--- config.mk ---
export PLATFORM = sky130hd
export DESIGN_NAME = tx
export DESIGN_NICKNAME = d
export VERILOG_FILES = /design/src/rtl/tx.sv
export SDC_FILE = /design/constraint.sdc
export NUM_CORES = 1
export LEC_CHECK = 0
export CORE_MARGIN = 4
export CORE_UTILIZATION = 60
export DETAILED_ROUTE_END_ITERATION = 10
export DONT_BUFFER_PORTS = 1
export PLACE_DENSITY = 0.76
export SLEW_MARGIN = 10
export SYNTH_ARGS = -nofsm -noshare
export SYNTH_HDL_FRONTEND = slang
export SYNTH_SLANG_ARGS = --single-unit
--- constraint.sdc ---
create_clock -name clk -period 2.3 [get_ports clk]
set_clock_uncertainty 0.1 [all_clocks]
set_input_delay 0.23 -clock clk [delete_from_list [all_inputs] [get_ports clk]]
set_output_delay 0.23 -clock clk [all_outputs]
set_load 0.03 [all_outputs]
--- src/rtl/tx.sv ---
// Serial link transmitter: one-entry flit buffer feeding a framed bit-serial
// line (start bit, data LSB-first, even parity), gated by downstream busy.
`ifndef SIZE
`define SIZE 8
`endif

module tx #(
    parameter int SIZE = `SIZE
) (
    input  logic            clk,
    input  logic            reset,
    input  logic            req,
    output logic            busy,
    input  logic            busy_in,
    input  logic [SIZE-1:0] data,
    output logic            serial_out,
    output logic            active
);

    localparam int               CNT_W    = $clog2(SIZE + 1);
    localparam logic [CNT_W-1:0] CNT_LAST = CNT_W'(SIZE);

    typedef enum logic [2:0] {
        IDLE   = 3'd0,
        START  = 3'd1,
        DATA   = 3'd2,
        PARITY = 3'd3,
        GAP    = 3'd4
    } state_t;

    state_t           state;
    logic [SIZE-1:0]  hold;
    logic             hold_valid;
    logic [SIZE-1:0]  sh;
    logic [CNT_W-1:0] cnt;
    logic             par;

    // Even parity: the transmitted bit makes the total count of ones even.
    function automatic logic even_parity(input logic [SIZE-1:0] v);
        return ^v;
    endfunction

    // The buffer flag is itself a register, so busy is registered.
    assign busy = hold_valid;

    // Holding register, frame sequencer and registered line outputs.
    always_ff @(posedge clk or posedge reset) begin
        if (reset) begin
            state      <= IDLE;
            hold       <= '0;
            hold_valid <= 1'b0;
            sh         <= '0;
            cnt        <= '0;
            par        <= 1'b0;
            serial_out <= 1'b0;
            active     <= 1'b0;
        end else begin
            // Accept only into an empty buffer; a launch needs a full one,
            // so the two never act on hold_valid in the same cycle.
            if (req && !hold_valid) begin
                hold       <= data;
                hold_valid <= 1'b1;
            end

            case (state)
                IDLE: begin
                    if (hold_valid && !busy_in) begin
                        sh         <= hold;
                        hold_valid <= 1'b0;
                        par        <= even_parity(hold);
                        serial_out <= 1'b1;
                        active     <= 1'b1;
                        state      <= START;
                    end else begin
                        serial_out <= 1'b0;
                        active     <= 1'b0;
                    end
                end
                START: begin
                    serial_out <= sh[0];
                    sh         <= sh >> 1;
                    cnt        <= CNT_W'(1);
                    state      <= DATA;
                end
                DATA: begin
                    if (cnt == CNT_LAST) begin
                        serial_out <= par;
                        state      <= PARITY;
                    end else begin
                        serial_out <= sh[0];
                        sh         <= sh >> 1;
                        cnt        <= cnt + 1'b1;
                    end
                end
                PARITY: begin
                    serial_out <= 1'b0;
                    active     <= 1'b0;
                    state      <= GAP;
                end
                GAP: begin
                    // Guarantees at least one idle bit before the next start.
                    state <= IDLE;
                end
                default: begin
                    serial_out <= 1'b0;
                    active     <= 1'b0;
                    state      <= IDLE;
                end
            endcase
        end
    end

endmodule

==> Yosys cells after proc, flatten, opt, wreduce, memory -nomap -nowiden <==
Index checks and enable logic that the tools add are counted.
{ "totals": {"ff_bits": 27, "wordCells": 45, "output_inout_bits": 3, "inputBits": 12} }
{ "op_classes": {"addsub": 1, "reduce_logical": 13, "n_eq_ne": 8, "muxes": 15} }
{ "ops": {"columns": ["operator", "count"], "rows": [
  ["8-bit one-hot mux with 3 select lines", 1],
  ["8-bit two-way mux", 2],
  ["3-bit one-hot mux with 4 select lines", 1],
  ["4-bit one-hot mux with 2 select lines", 1],
  ["8-bit parity", 1],
  ["3-bit by 2-bit == test with 1-bit output (second input constant)", 2],
  ["3-bit two-way mux", 2],
  ["2-bit inequality test (second input constant)", 3],
  ["2-bit AND reduction", 3],
  ["1-bit two-way mux", 5],
  ["4-bit by 1-bit adder with 4-bit output (second input constant)", 1],
  ["4-bit == test (second input constant)", 1],
  ["4-bit two-way mux", 1],
  ["1-bit one-hot mux with 4 select lines", 1],
  ["3-bit by 1-bit == test with 1-bit output (second input constant)", 1],
  ["3-bit == test (second input constant)", 1],
  ["3-bit logical NOT", 1],
  ["3-bit AND reduction", 1],
  ["3-bit nonzero test", 1],
  ["3-bit OR reduction", 1],
  ["1-bit logical AND", 2],
  ["1-bit logical NOT", 2],
  ["1-bit one-hot mux with 2 select lines", 1],
  ["2-bit nonzero test", 1]
]} }

==> Depth between registers and ports, before layout <==
Gate-level depths: netlist of run 1.
{ "depth": {"depth_word": 5, "depth_mapped": 7, "depth_no_buf": 6} }

==> Worst setup path before layout of run 1 <==
Ideal clock, no wire load.
{ "synth_path": {"path_kind": "register to register", "from": "reg cnt[0]", "to": "reg sh[4]", "period_less_slack_ns": 1.682, "stages_incl_launch_ff": 8, "required_ns": 2.081, "slack_ns": 0.618, "path_buffers": 1, "setup_time_ns": 0.119, "arrival_ns": 1.464, "cell_sequence": "dfrtp_1 inv_1 ha_1 and3b_4 a221o_2 buf_6 nand2_1 o21ai_2"} }
{ "synth_via": {"elab_chain_len": 3} }
{ "synth_lines": {"columns": ["item", "line_no", "source"], "rows": [
  ["from (decl)", "35", "logic [CNT_W-1:0] cnt;"],
  ["from (signal assigned)", "92", "cnt <= cnt + 1'b1;"],
  ["4-bit == test", "86", "if (cnt == CNT_LAST) begin"],
  ["2-bit inequality test (no line)", null, null],
  ["3-bit AND reduction (no line)", null, null],
  ["to (signal assigned)", "68", "sh <= hold;"],
  ["to (signal assigned)", "81", "sh <= sh >> 1;"],
  ["to (signal assigned)", "91", "sh <= sh >> 1;"],
  ["to (decl)", "34", "logic [SIZE-1:0] sh;"]
]} }
No other way between the ends.
A chain may end at the register's enable or synchronous reset.

==> Final worst setup path of run 1 <==
Same ends and word-level chain as after synthesis.

==> results of run 1 <==
[final timing paths]
kind,endpoint
worst min register to register,sh[5]
worst max-delay path,sh[4]
worst max register to register,sh[4]
worst min-delay path,state[0]
max in group asynchronous,hold[2]
min in group asynchronous,sh[7]
[sequential cells by signal (all words and copies together), names as in the netlist]
signal,count
hold,8
sh,8
cnt,4
state,3
active,1
busy,1
par,1
serial_out,1
[cell usage after synthesis, drive strengths merged]
library cell,count,area (sq um)
a21boi,1,7.51
a21o,1,7.51
a21oi,1,5.00
a221o,1,11.3
a31oi,1,6.26
a32oi,1,8.76
and3b,1,12.5
buf,4,35.0
clkbuf,1,3.75
dfrtp,27,676
ha,2,25.0
inv,6,22.5
mux2,8,90.1
mux2i,8,80.1
nand2,15,56.3
nand2b,3,18.8
nand3,2,10.0
nor2,8,46.3
nor2b,1,6.26
nor3b,1,12.5
o211ai,2,15.0
o21a,1,7.51
o21ai,18,97.6
o221ai,1,8.76
or4,2,18.8
xnor2,8,77.6
[cells by family after synthesis]
kind of cell	count (synthesis)	synth area share
and+or+nand+nor	33	0.133
AOI/OAI and AO/OA	28	0.128
DFF	27	0.495
muxes	16	0.125
buffers and inverters	11	0.0449
xor gates and xnor gates	8	0.0568
adders and majority gates	2	0.0183
[final cells by class]
| cell class | count | area (sq um) | area share |
|---|---|---|---|
| clock buffer | 3 | 22.5 | 0.0149 |
| clock inverter | 1 | 5.00 | 0.00331 |
| inverter | 6 | 22.5 | 0.0149 |
| multi-input combinational | 87 | 629 | 0.416 |
| sequential | 27 | 676 | 0.447 |
| tap | 28 | 35.0 | 0.0232 |
| timing repair buffer | 13 | 123 | 0.0811 |
[worst register-to-register path: stages (launching register included)]
cell,delay (ns)
dfrtp_1,0.43
inv_1,0.08
ha_1,0.20
and3b_4,0.20
a221o_2,0.49
nand2_1,0.13
o21ai_2,0.06
[layer usage]
metal	share of wire	wire (microns)	global-route usage	up-vias
li1	-	-	-	455
met1	0.44	989	0.210	437
met2	0.53	1210	0.292	9
met3	0.022	49	0.0302	2
met4	0.0075	17	0.0313	0
met5	0	0	0	-
[where the power goes]
group / internal [mW] / switching, mW
clock network: 0.0649 / 0.131
registers: 0.703 / 0.281
logic: 0.568 / 0.551
[layout by cell type (no fill, tap or decap), types with 2 or more instances in the layout]
cell type / instances
nor2_1: 7
xnor2_1: 7
dfrtp_1: 27
nand2_1: 15
clkbuf_4: 3
mux2_2: 8
o21ai_2: 2
buf_4: 3
nand3_1: 2
o21ai_0: 8
mux2i_1: 8
o21ai_1: 8
dlygate4sd3_1: 10
inv_1: 6
ha_1: 2
nand2b_1: 3
o211ai_1: 2
[metrics by stage]
stage	total power [mW]	cell area, sq um	util	hold WS (ns)
finish	2.30	1510	0.690	0.172
CTS	2.33	1510	0.690	0.162
global placement	2.07	1390	0.632	0.0967
global route	2.53	1510	0.690	0.163
detailed placement	2.12	1390	0.632	0.101
floorplan	1.96	1370	-	0.183
==> metrics.yaml, run 1 <==
fin_nets: 152
pin_count: 15
wl_per_cell_microns: 13.7
die_h_microns: 55.7
path_cells: "inv_1, ha_1, and3b_4, a221o_2, nand2_1, o21ai_2"
outcome: "completed"
syn_inst: 125
port_buffers: 0
cts_resized: 0
vias_per_cell: 5.47
cts_tree: "built"
finalSetupTns_ns: 0
cp_slowest_stage_delay_ns: 0.48
final_hold_viol_count: 0
power.density_nw_per_um2: 1520
start_util: 0.624
rows: 17
crit_path_end_kind: "register"
ir_worst_vdd_uv: 982
dp_cells: 151
clk_path_buf_depth: 2
max-slew-margin-rel: 0.700
period_minus_slack_ns: 1.77
cts-root-buf: "clkbuf_4"
cts.sinks: 27
yosysSeqAreaShare: 0.495
wl_microns: 2260
clkLatencyLatePin_ns: 0.31
reg2reg_from: "cnt[0]"
synth.cell_area_sq_um: 1370
cp.arrival_ns: 1.89
grt_pass1_wl_microns: 4160
drive_gt1_frac: 0.168
cp-startpoint: "cnt[0]"
dr.pass1.iters: 4
h-tree-depth: 1
cts_buffers: 3
required_ns: 2.41
synth_cell_types: 33
setup_ws_ns: 0.525
ys_ff_latch: 27
synth_fp_nets: 139
drtIter0Drc: 9
max_slew.worst_pin.slew_ns: 0.449
slew_viol_final: 0
cp_max_fo: 16
hpwl_microns: 1670
core_area_sq_um: 2190
hold_depth: 3
insertedDiodeCount: 0
startpoint_type: "register"
worst-r2r-cell-count: 6
min_from: "busy_in"
grt_overflow: 0
crit_slowest_cell: "a221o_2"
setup_viol: 0
worst_path_dominant_cell_family: "compound AO/OA/AOI/OAI gates"
grt_max_degree: 28
die_w_microns: 55.7
p_leak_nw: 0.661
via_count: 903
num-fill-cells: 164
gp_congestion: 0.760
r2r_slack_ns: 0.53
clkTransAtPathRegs_ns: 0.14
drc_errors: 0
rsz0062_at_grt: "false"
hold_buffers: 10
criticalPathCategory: "reg2reg"
yosysWarnings: 0
grt_pass1_vias: 897
ant_nets: 0
timing.final.crit_share: 0.772
max-cap-violations: 0
clock.fmax_ghz: 0.563
syn2layout_area_growth_pct: 10.7
cts_setup_buffers: 0
cp_num_cells: 6
fin_cells: 165
die_area_sq_um: 3100
antenna_found_initial: 0
pre_cts_slack_ns: 0.532
grt_util_all_layers: 0.165
crit_buf_inv: 1
hp-class: "in2reg"
avgSynthCellArea_sq_um: 10.9
Power figures use the tool's default switching activity.
==> run 2, diff against run 1 <==
clock period = 1.7 ns   (was 2.3 ns; I/O delays follow)
==> run 2 against run 1 <==
Worst hold slack gained 0.024 ns. Critical path depth is the same. Largest cell class unchanged. Via count grew 9.2%. Clock power grew 36%. Sequential power grew 27%. Combinational power grew 62%. Maximum frequency grew 8.0%. Register-to-register slack lost 0.47 ns. Global-route usage shrank 0.090 points. Final area grew 5.1%.
==> metrics.yaml, run 2 (synthesized netlist as in run 1, its figures left out) <==
clk_path_buf_depth: 2  # unchanged
final_hold_viol_count: 0  # unchanged
setup_viol: 0  # unchanged
startpoint_type: "register"  # unchanged
rsz0062_at_grt: "true"  # was false
cts_setup_buffers: 0  # unchanged
final_cell_mix: "dfrtp_1 (27), nand2_1 (14), dlygate4sd3_1 (10), buf_4 (10)"  # was dfrtp_1 (27), nand2_1 (15), dlygate4sd3_1 (10)
die_h_microns: 55.7  # unchanged
grt_util_all_layers: 0.164  # was 0.165
period_minus_slack_ns: 1.64  # was 1.77 ns
grt_overflow: 0  # unchanged
port_buffers: 0  # unchanged
cp_max_fo: 8  # was 16
max-slew-margin-rel: 0.750  # was 0.700
hpwl_microns: 1750  # was 1670 microns
cts.sinks: 27  # unchanged
required_ns: 1.81  # was 2.41 ns
cts_tree: "built"  # unchanged
grt_max_degree: 28  # unchanged
gp_congestion: 0.818  # was 0.760
cts-root-buf: "clkbuf_4"  # unchanged
clock.fmax_ghz: 0.609  # was 0.563 GHz
p_leak_nw: 0.707  # was 0.661 nW
dr.pass1.iters: 4  # unchanged
cp.arrival_ns: 1.75  # was 1.89 ns
rows: 17  # unchanged
max-cap-violations: 0  # unchanged
r2r_slack_ns: 0.06  # was 0.53 ns
insertedDiodeCount: 0  # unchanged
pin_count: 15  # unchanged
hp-class: "in2reg"  # unchanged
antenna_found_initial: 0  # unchanged
vias_per_cell: 5.70  # was 5.47
grt_pass1_vias: 943  # was 897
clkTransAtPathRegs_ns: 0.14  # about the same
max_slew.worst_pin.slew_ns: 0.375  # was 0.449 ns
crit_path_end_kind: "register"  # unchanged
core_area_sq_um: 2190  # unchanged
h-tree-depth: 1  # unchanged
clkLatencyLatePin_ns: 0.31  # about the same
grt_pass1_wl_microns: 4080  # was 4160 microns
outcome: "completed"  # unchanged
drc_errors: 0  # unchanged
holdWs_ns: 0.196  # was 0.172 ns
drtIter0Drc: 12  # was 9
ir_worst_vdd_uv: 1300  # was 982 uV
syn2layout_area_growth_pct: 16.4  # was 10.7%
cp_slowest_stage_delay_ns: 0.47  # was 0.48 ns
criticalPathCategory: "reg2reg"  # unchanged
slew_viol_final: 0  # unchanged
power.density_nw_per_um2: 2090  # was 1520 nW/um^2
timing.final.crit_share: 0.966  # was 0.772
crit_slowest_cell: "a221o_4"  # was a221o_2
fin_cells: 173  # was 165
dp_cells: 158  # was 151
path_cells: "inv_1, ha_1, and3b_4, a221o_4, nand2_1, o21ai_1"  # was inv_1, ha_1, and3b_4, a221o_2, nand2_1, o21ai_2
start_util: 0.624  # unchanged
fin_nets: 160  # was 152
wl_per_cell_microns: 14.3  # was 13.7 microns
via_count: 986  # was 903
die_area_sq_um: 3100  # unchanged
ant_nets: 0  # unchanged
final_common_cell: "dfrtp_1"  # unchanged
top_regs: "hold: 8 flops, sh: 8 flops, cnt: 4 flops"  # unchanged
cts_buffers: 3  # unchanged
die_w_microns: 55.7  # unchanged
wl_microns: 2480  # was 2260 microns
drive_gt1_frac: 0.221  # was 0.168
run 2: cell count changes in the layout (fill, tap and decap cells not counted), sizes merged:
| cell | change |
|---|---|
| clkbuf | +1 |
| buf | +7 |
| a221o | +1 |
| clkinv | -1 |
run 2: critical path: cells and delay by family (launching register included):
kind | cells | cell delay [ns]
AOI/OAI and AO/OA | 2 | 0.53
DFF | 1 | 0.38
buffers and inverters | 1 | 0.06
and+or+nand+nor | 2 | 0.28
adders and majority gates | 1 | 0.19
run 2: through the flow:
stage | setup WS (ns) | utilization | total power [mW] | area (sq um) | setup TNS [ns]
final | 0.0570 | 0.726 | 3.33 | 1590 | 0
after global routing | -0.00996 | 0.726 | 3.61 | 1590 | -0.0286
after CTS | 0.0227 | 0.714 | 3.26 | 1560 | 0
after detailed placement | 0.0410 | 0.656 | 2.98 | 1440 | 0
after global placement | 0.0935 | 0.656 | 2.92 | 1440 | 0
after floorplan | 0.0176 | - | 2.65 | 1370 | 0
run 2: worst paths after layout:
kind                               from  endpoint  cells past startpoint
worst max-delay path             cnt[0]     sh[3]                      6
worst min-delay path            busy_in  state[0]                      3
worst max register to register   cnt[0]     sh[3]                      6
worst min register to register    sh[4]     sh[4]                      2
max in group asynchronous         reset     sh[5]                      3
min in group asynchronous         reset  state[2]                      3
run 2: routing by layer:
layer	vias to the layer above	routed length, microns	global-route usage
met5	-	0	0
met4	0	65	0.0729
met3	8	60	0.0325
met2	15	1300	0.284
met1	487	1050	0.195
li1	476	-	-
run 2: what timing repair did:
action	CTS	global route
resized for setup	0	3
hold endpoints to repair	36	0
endpoints found under the setup margin	0	8
hold buffers	10	0
run 2: layout make-up:
| type | instances | area, sq um |
|---|---|---|
| Fill cell | 155 | 601 |
| Inverter | 6 | 22.5 |
| Tap cell | 28 | 35.0 |
| Timing Repair Buffer | 20 | 175 |
| Clock buffer | 4 | 26.3 |
| Sequential cell | 27 | 676 |
| Multi-Input combinational cell | 88 | 656 |
run 2: report_power, final:
group / internal, mW / switching [mW]
registers: 0.953 / 0.301
logic: 0.902 / 0.909
clock network: 0.0916 / 0.174
==> run 3, diff against run 2 <==
CORE_UTILIZATION = 30   (was 60)
PLACE_DENSITY = default   (was 0.76)
==> run 3 against run 2 <==
Count of clock-buffer cells in the layout fell by 1. Cell count is 14% higher. Die area up 84%. Maximum frequency increased by 2.7%. Global-route usage is 5.6 points lower. Setup slack better by 0.043 ns. Utilization down 35 points. Sequential cell count unchanged.
==> metrics.yaml, run 3 (synthesized netlist as in run 1, its figures left out) <==
die_area_sq_um: 5700  # was 3100 sq um
cts_buffers: 3  # unchanged
max-cap-violations: 0  # unchanged
crit_slowest_cell: "a221o_2"  # was a221o_4
grt_pass1_vias: 1024  # was 943
clkTransAtPathRegs_ns: 0.10  # was 0.14 ns
cts-root-buf: "clkbuf_8"  # was clkbuf_4
rsz0062_at_grt: "false"  # was true
final_common_cell: "dfrtp_1"  # unchanged
outcome: "completed"  # unchanged
period_minus_slack_ns: 1.60  # was 1.64 ns
fin_nets: 161  # was 160
grt_overflow: 0  # unchanged
cts.sinks: 27  # unchanged
p_leak_nw: 0.716  # was 0.707 nW
grt_pass1_wl_microns: 4720  # was 4080 microns
timing.final.crit_share: 0.941  # was 0.966
required_ns: 1.76  # was 1.81 ns
wl_per_cell_microns: 13.6  # was 14.3 microns
grt_max_degree: 28  # unchanged
start_util: 0.312  # was 0.624
pin_count: 15  # unchanged
port_buffers: 0  # unchanged
insertedDiodeCount: 0  # unchanged
hold_depth: 3  # unchanged
cp.arrival_ns: 1.66  # was 1.75 ns
drive_gt1_frac: 0.233  # was 0.221
via_count: 994  # was 986
setup_viol: 0  # unchanged
path_cells: "inv_1, ha_1, and3b_4, a221o_2, nand2_1, o21ai_1"  # was inv_1, ha_1, and3b_4, a221o_4, nand2_1, o21ai_1
drc_errors: 0  # unchanged
gp_congestion: 0.799  # was 0.818
num-fill-cells: 460  # was 155
startpoint_type: "register"  # unchanged
clk_path_buf_depth: 2  # unchanged
core_area_sq_um: 4380  # was 2190 sq um
cts_tree: "built"  # unchanged
die_w_microns: 75.5  # was 55.7 microns
finish.utilization: 0.377  # was 0.726
cp_slowest_stage_delay_ns: 0.43  # was 0.47 ns
cp_num_cells: 6  # unchanged
worst-r2r-cell-count: 6  # unchanged
rows: 24  # was 17
worst_path_dominant_cell_family: "compound AO/OA/AOI/OAI gates"  # unchanged
final_cell_mix: "dfrtp_1 (27), nand2_1 (15), dlygate4sd3_1 (10), buf_4 (10)"  # was dfrtp_1 (27), nand2_1 (14), dlygate4sd3_1 (10), buf_4 (10)
clock.fmax_ghz: 0.625  # was 0.609 GHz
max_slew.worst_pin.slew_ns: 0.336  # was 0.375 ns
ant_nets: 0  # unchanged
top_regs: "hold: 8 flops, sh: 8 flops, cnt: 4 flops"  # unchanged
power.density_nw_per_um2: 2110  # was 2090 nW/um^2
vias_per_cell: 5.02  # was 5.70
h-tree-depth: 1  # unchanged
hp-class: "in2reg"  # unchanged
drtIter0Drc: 65  # was 12
wl_microns: 2690  # was 2480 microns
holdWs_ns: 0.251  # was 0.196 ns
hpwl_microns: 1820  # was 1750 microns
syn2layout_area_growth_pct: 21.1  # was 16.4%
max-slew-margin-rel: 0.776  # was 0.750
slew_viol_final: 0  # unchanged
cp_max_fo: 8  # unchanged
antenna_found_initial: 0  # unchanged
p_total_mw: 3.49  # was 3.33 mW
final_hold_viol_count: 0  # unchanged
register_area_sq_um: 676  # unchanged
criticalPathCategory: "reg2reg"  # unchanged
clkLatencyLatePin_ns: 0.27  # was 0.31 ns
dr.pass1.iters: 4  # unchanged
grt_util_all_layers: 0.108  # was 0.164
multi_input_area_sq_um: 646  # was 656 sq um
ir_worst_vdd_uv: 949  # was 1300 uV
die_h_microns: 75.5  # was 55.7 microns
crit_path_end_kind: "register"  # unchanged
crit_buf_inv: 1  # unchanged
run 3: per-layer routing:
metal,GRT usage,wire [microns]
met1,0.141,1230
met2,0.186,1370
met3,0.0211,91
met4,0.0233,0
met5,0,0
run 3: power breakdown:
| part | switching [mW] | total [mW] | internal [mW] |
|---|---|---|---|
| logic | 0.931 | 1.85 | 0.922 |
| registers | 0.292 | 1.25 | 0.955 |
| clock network | 0.217 | 0.389 | 0.172 |
| total | 1.44 | 3.49 | 2.05 |
run 3: path summary, 6_finish.rpt:
check                      startpoint       end  slack (ns)
max                            cnt[0]     sh[3]         0.1
min                           busy_in  state[0]        0.25
max reg2reg                    cnt[0]     sh[3]         0.1
min reg2reg                     sh[4]     sh[4]        0.39
max in group asynchronous       reset  state[1]        0.96
min in group asynchronous       reset    cnt[2]        0.29
run 3: metrics by stage:
step / instances / setup TNS [ns] / setup WS (ns) / area [sq um]
after floorplan: 125 / 0 / 0.0176 / 1370
after detailed placement: 181 / -0.169 / -0.0309 / 1470
final: 198 / 0 / 0.0997 / 1650
after CTS: 197 / 0 / 0.0763 / 1640
after global routing: 198 / 0 / 0.00867 / 1650
after global placement: 181 / 0 / 0.0142 / 1470
run 3: repair_timing:
item	4_1_cts	5_1_grt
endpoints found under the hold margin	36	0
resized for setup	1	2
pin swaps	1	2
gates cloned	1	0
endpoints found under the setup margin	8	11
buffers inserted	1	1
hold buffers	10	0
run 3: final cells by class:
class / instances / area share
clock buffers: 3 / 0.0250
clock inverters: 1 / 0.00529
inverters: 6 / 0.0136
multi-input cells: 88 / 0.390
flip-flops and latches: 27 / 0.408
well taps: 52 / 0.0393
repair buffers: 21 / 0.118
run 3: worst reg2reg max path: stages (launching register included):
cell and delay [ns]:
dfrtp_1 0.37, inv_1 0.06, ha_1 0.19, and3b_4 0.19
a221o_2 0.43, nand2_1 0.09, o21ai_1 0.06
==> RTL edit, RTL diff (flow settings as in run 1) <==
Reset style: synchronous (`reset`), changed in one clocked block.
--- a/src/rtl/tx.sv
+++ b/src/rtl/tx.sv
@@ -46,3 +46,3 @@
     // Holding register, frame sequencer and registered line outputs.
-    always_ff @(posedge clk or posedge reset) begin
+    always_ff @(posedge clk) begin
         if (reset) begin
Check against the original RTL: differs if reset is asserted again (counterexample within 4 cycles, from zero or initial values and one cycle with reset high); with reset held inactive, the same outputs for 10 cycles.
==> RTL edit against run 1 <==
Non-clock buffer count fell by 2; worst hold slack improved by 0.092 ns; critical path type unchanged; final area fell by 7.6%; sequential cell count did not move; die area fell by 5.6%; worst setup slack got worse by 0.12 ns; routed wire length rose by 12%; area after synthesis fell by 6.5%; highest routed layer unchanged; global-route usage rose by 4.7 points.
Power is not compared: it rests on default switching activity, and its combinational part moved more than twofold at a synthesized area within 25%.
==> RTL edit: results (changes against run 1) <==
* Syn_nets at 151 (+8.6%)
* Initial antenna violation count at 0 (unchanged)
* Drt first-iter violations at 25 (+16)
* Maxcap violations at 0 (unchanged)
* Finished Layout Cells at 171 (+3.6%)
* Maximum root-to-sink buffer count at 2 (unchanged)
* Yosys warning count at 0 (unchanged)
* Status: finished, final reports clean
* Total GRT Usage at 0.2114 (+0.04675)
* Routability cong. at 0.7597 (about the same)
* Post-CTS Resized at 0 (unchanged)
* H-tree levels at 1 (unchanged)
* Crit path DAT at 2.03 ns (+0.14 ns)
* Global-route wire length before repair at 4.471 mm (+7.5%)
* Max incr delay on CP at 0.50 ns (+0.02 ns)
* CTS Root Cell: clkbuf_4
* CP top delay family: simple AND/OR/NAND/NOR gates
* Clock Latency Late Sink at 0.32 ns
* Synth top area cells: dfxtp_1, nor2_1, mux2i_1
* Avg Cell Area, Syn at 9.325 µm² (-15%)
* Final #Nets at 159 (+4.6%)
* Clock slew at reported path FFs at 0.14 ns (about the same)
* Slowest library cell on the worst path: dfxtp_1
* Via count of the first global-routing pass at 978 (+9.0%)
* Seq/Total Area, Yosys at 0.4231 (-0.07139)
* Largest net degree at the start of global routing at 27 (-3.6%)
* Hpwl dp at 1.701 mm (+2.0%)
* Port buffer count at 0 (unchanged)
* Layout cells sized above 1 at 0.06250 (-0.1054)
* CTS Buf Count at 3 (unchanged)
* Async SR Flop Fraction at 0 (-1.000)
* Largest regs: hold: 8 flops, sh: 8 flops, cnt: 4 flops
* Hold Path Class: in -> reg
* Drt wl/cell at 14.87 µm (+8.5%)
* Crit-path max FO at 17 (+1)
* Fillers at 165 (+0.61%)
* Dominant synthesized flop cell: dfxtp_1
* Worst Tran Pin Value at 0.9958 ns (+0.5464 ns)
* Via-per-instance ratio at 5.912 (+8.0%)
* Leak at 0.4906 nW
* Max VDD drop at 0.4512 mV
* Drt first pass iters at 4 (unchanged)
* Antenna Cells at 0 (unchanged)
* Commonest cells in the netlist: dfxtp_1, nor2_1, mux2i_1, o21ai_0, xnor2_1
* Synth cell types at 35 (+6.1%)
==> RTL edit: final cells by class <==
cell class                 instances  area (µm²)  area share
multi-input combinational         99       676.9      0.4843
sequential                        27       540.5      0.3868
timing repair buffer              11       107.6     0.07699
tap                               27       33.78     0.02417
clock buffer                       3       22.52     0.01611
inverter                           3       11.26    0.008057
clock inverter                     1       5.005    0.003581
==> RTL edit: final timing paths <==
| check | from | endpoint | slack (ns) | cells after the start |
|---|---|---|---|---|
| setup reg to reg | state[2] | cnt[3] | 0.41 | 4 |
| hold / removal | busy_in | active | 0.26 | 3 |
| setup / recovery | state[2] | cnt[3] | 0.41 | 4 |
| hold reg to reg | sh[7] | sh[7] | 0.38 | 2 |
==> RTL edit: report_power, final <==
part           total (mW)  switching, mW  internal, mW
combinational       0.156         0.0804        0.0759
clock               0.201          0.136        0.0651
sequential          0.532         0.0319         0.500
==> RTL edit: cell families after synthesis <==
group / count (synthesis) / share of synthesized area
buffers and inverters: 11 / 0.04701
AND/OR/NAND/NOR: 50 / 0.2008
AO/OA/AOI/OAI: 31 / 0.1920
multiplexers: 8 / 0.06269
XOR/XNOR: 8 / 0.05485
adder cells (fa/ha/maj): 2 / 0.01959
flip-flops: 27 / 0.4231
==> RTL edit: per-layer routing <==
metal	vias up	global-route usage	wire length (µm)
met4	0	0.07884	36
li1	505	-	-
met3	4	0.04155	115
met5	-	0	0
met2	29	0.3506	1266
met1	473	0.2683	1125
==> RTL edit: worst min-delay path, stage by stage <==
cell and delay [ns]:
nand2b_1 0.22, or4_1 0.15, a21oi_1 0.05
==> RTL edit: per-stage QoR <==
step / power [mW] / setup WS, ns / cell area, µm² / hold WS (ns)
final: 0.8891 / 0.4067 / 1398 / 0.2636
after global routing: 0.9406 / 0.1777 / 1398 / 0.2274
after CTS: 0.8914 / 0.4057 / 1398 / 0.2343
after detailed placement: 0.6757 / 0.4560 / 1270 / 0.2039
after global placement: 0.6686 / 0.5251 / 1270 / 0.2030
after floorplan: 0.6613 / 0.5252 / 1277 / 0.2775
==> RTL edit: repair_timing <==
item / in CTS / in global routing
buffers inserted: 0 / 0
hold endpoints to repair: 26 / 0
hold buffers: 10 / 0
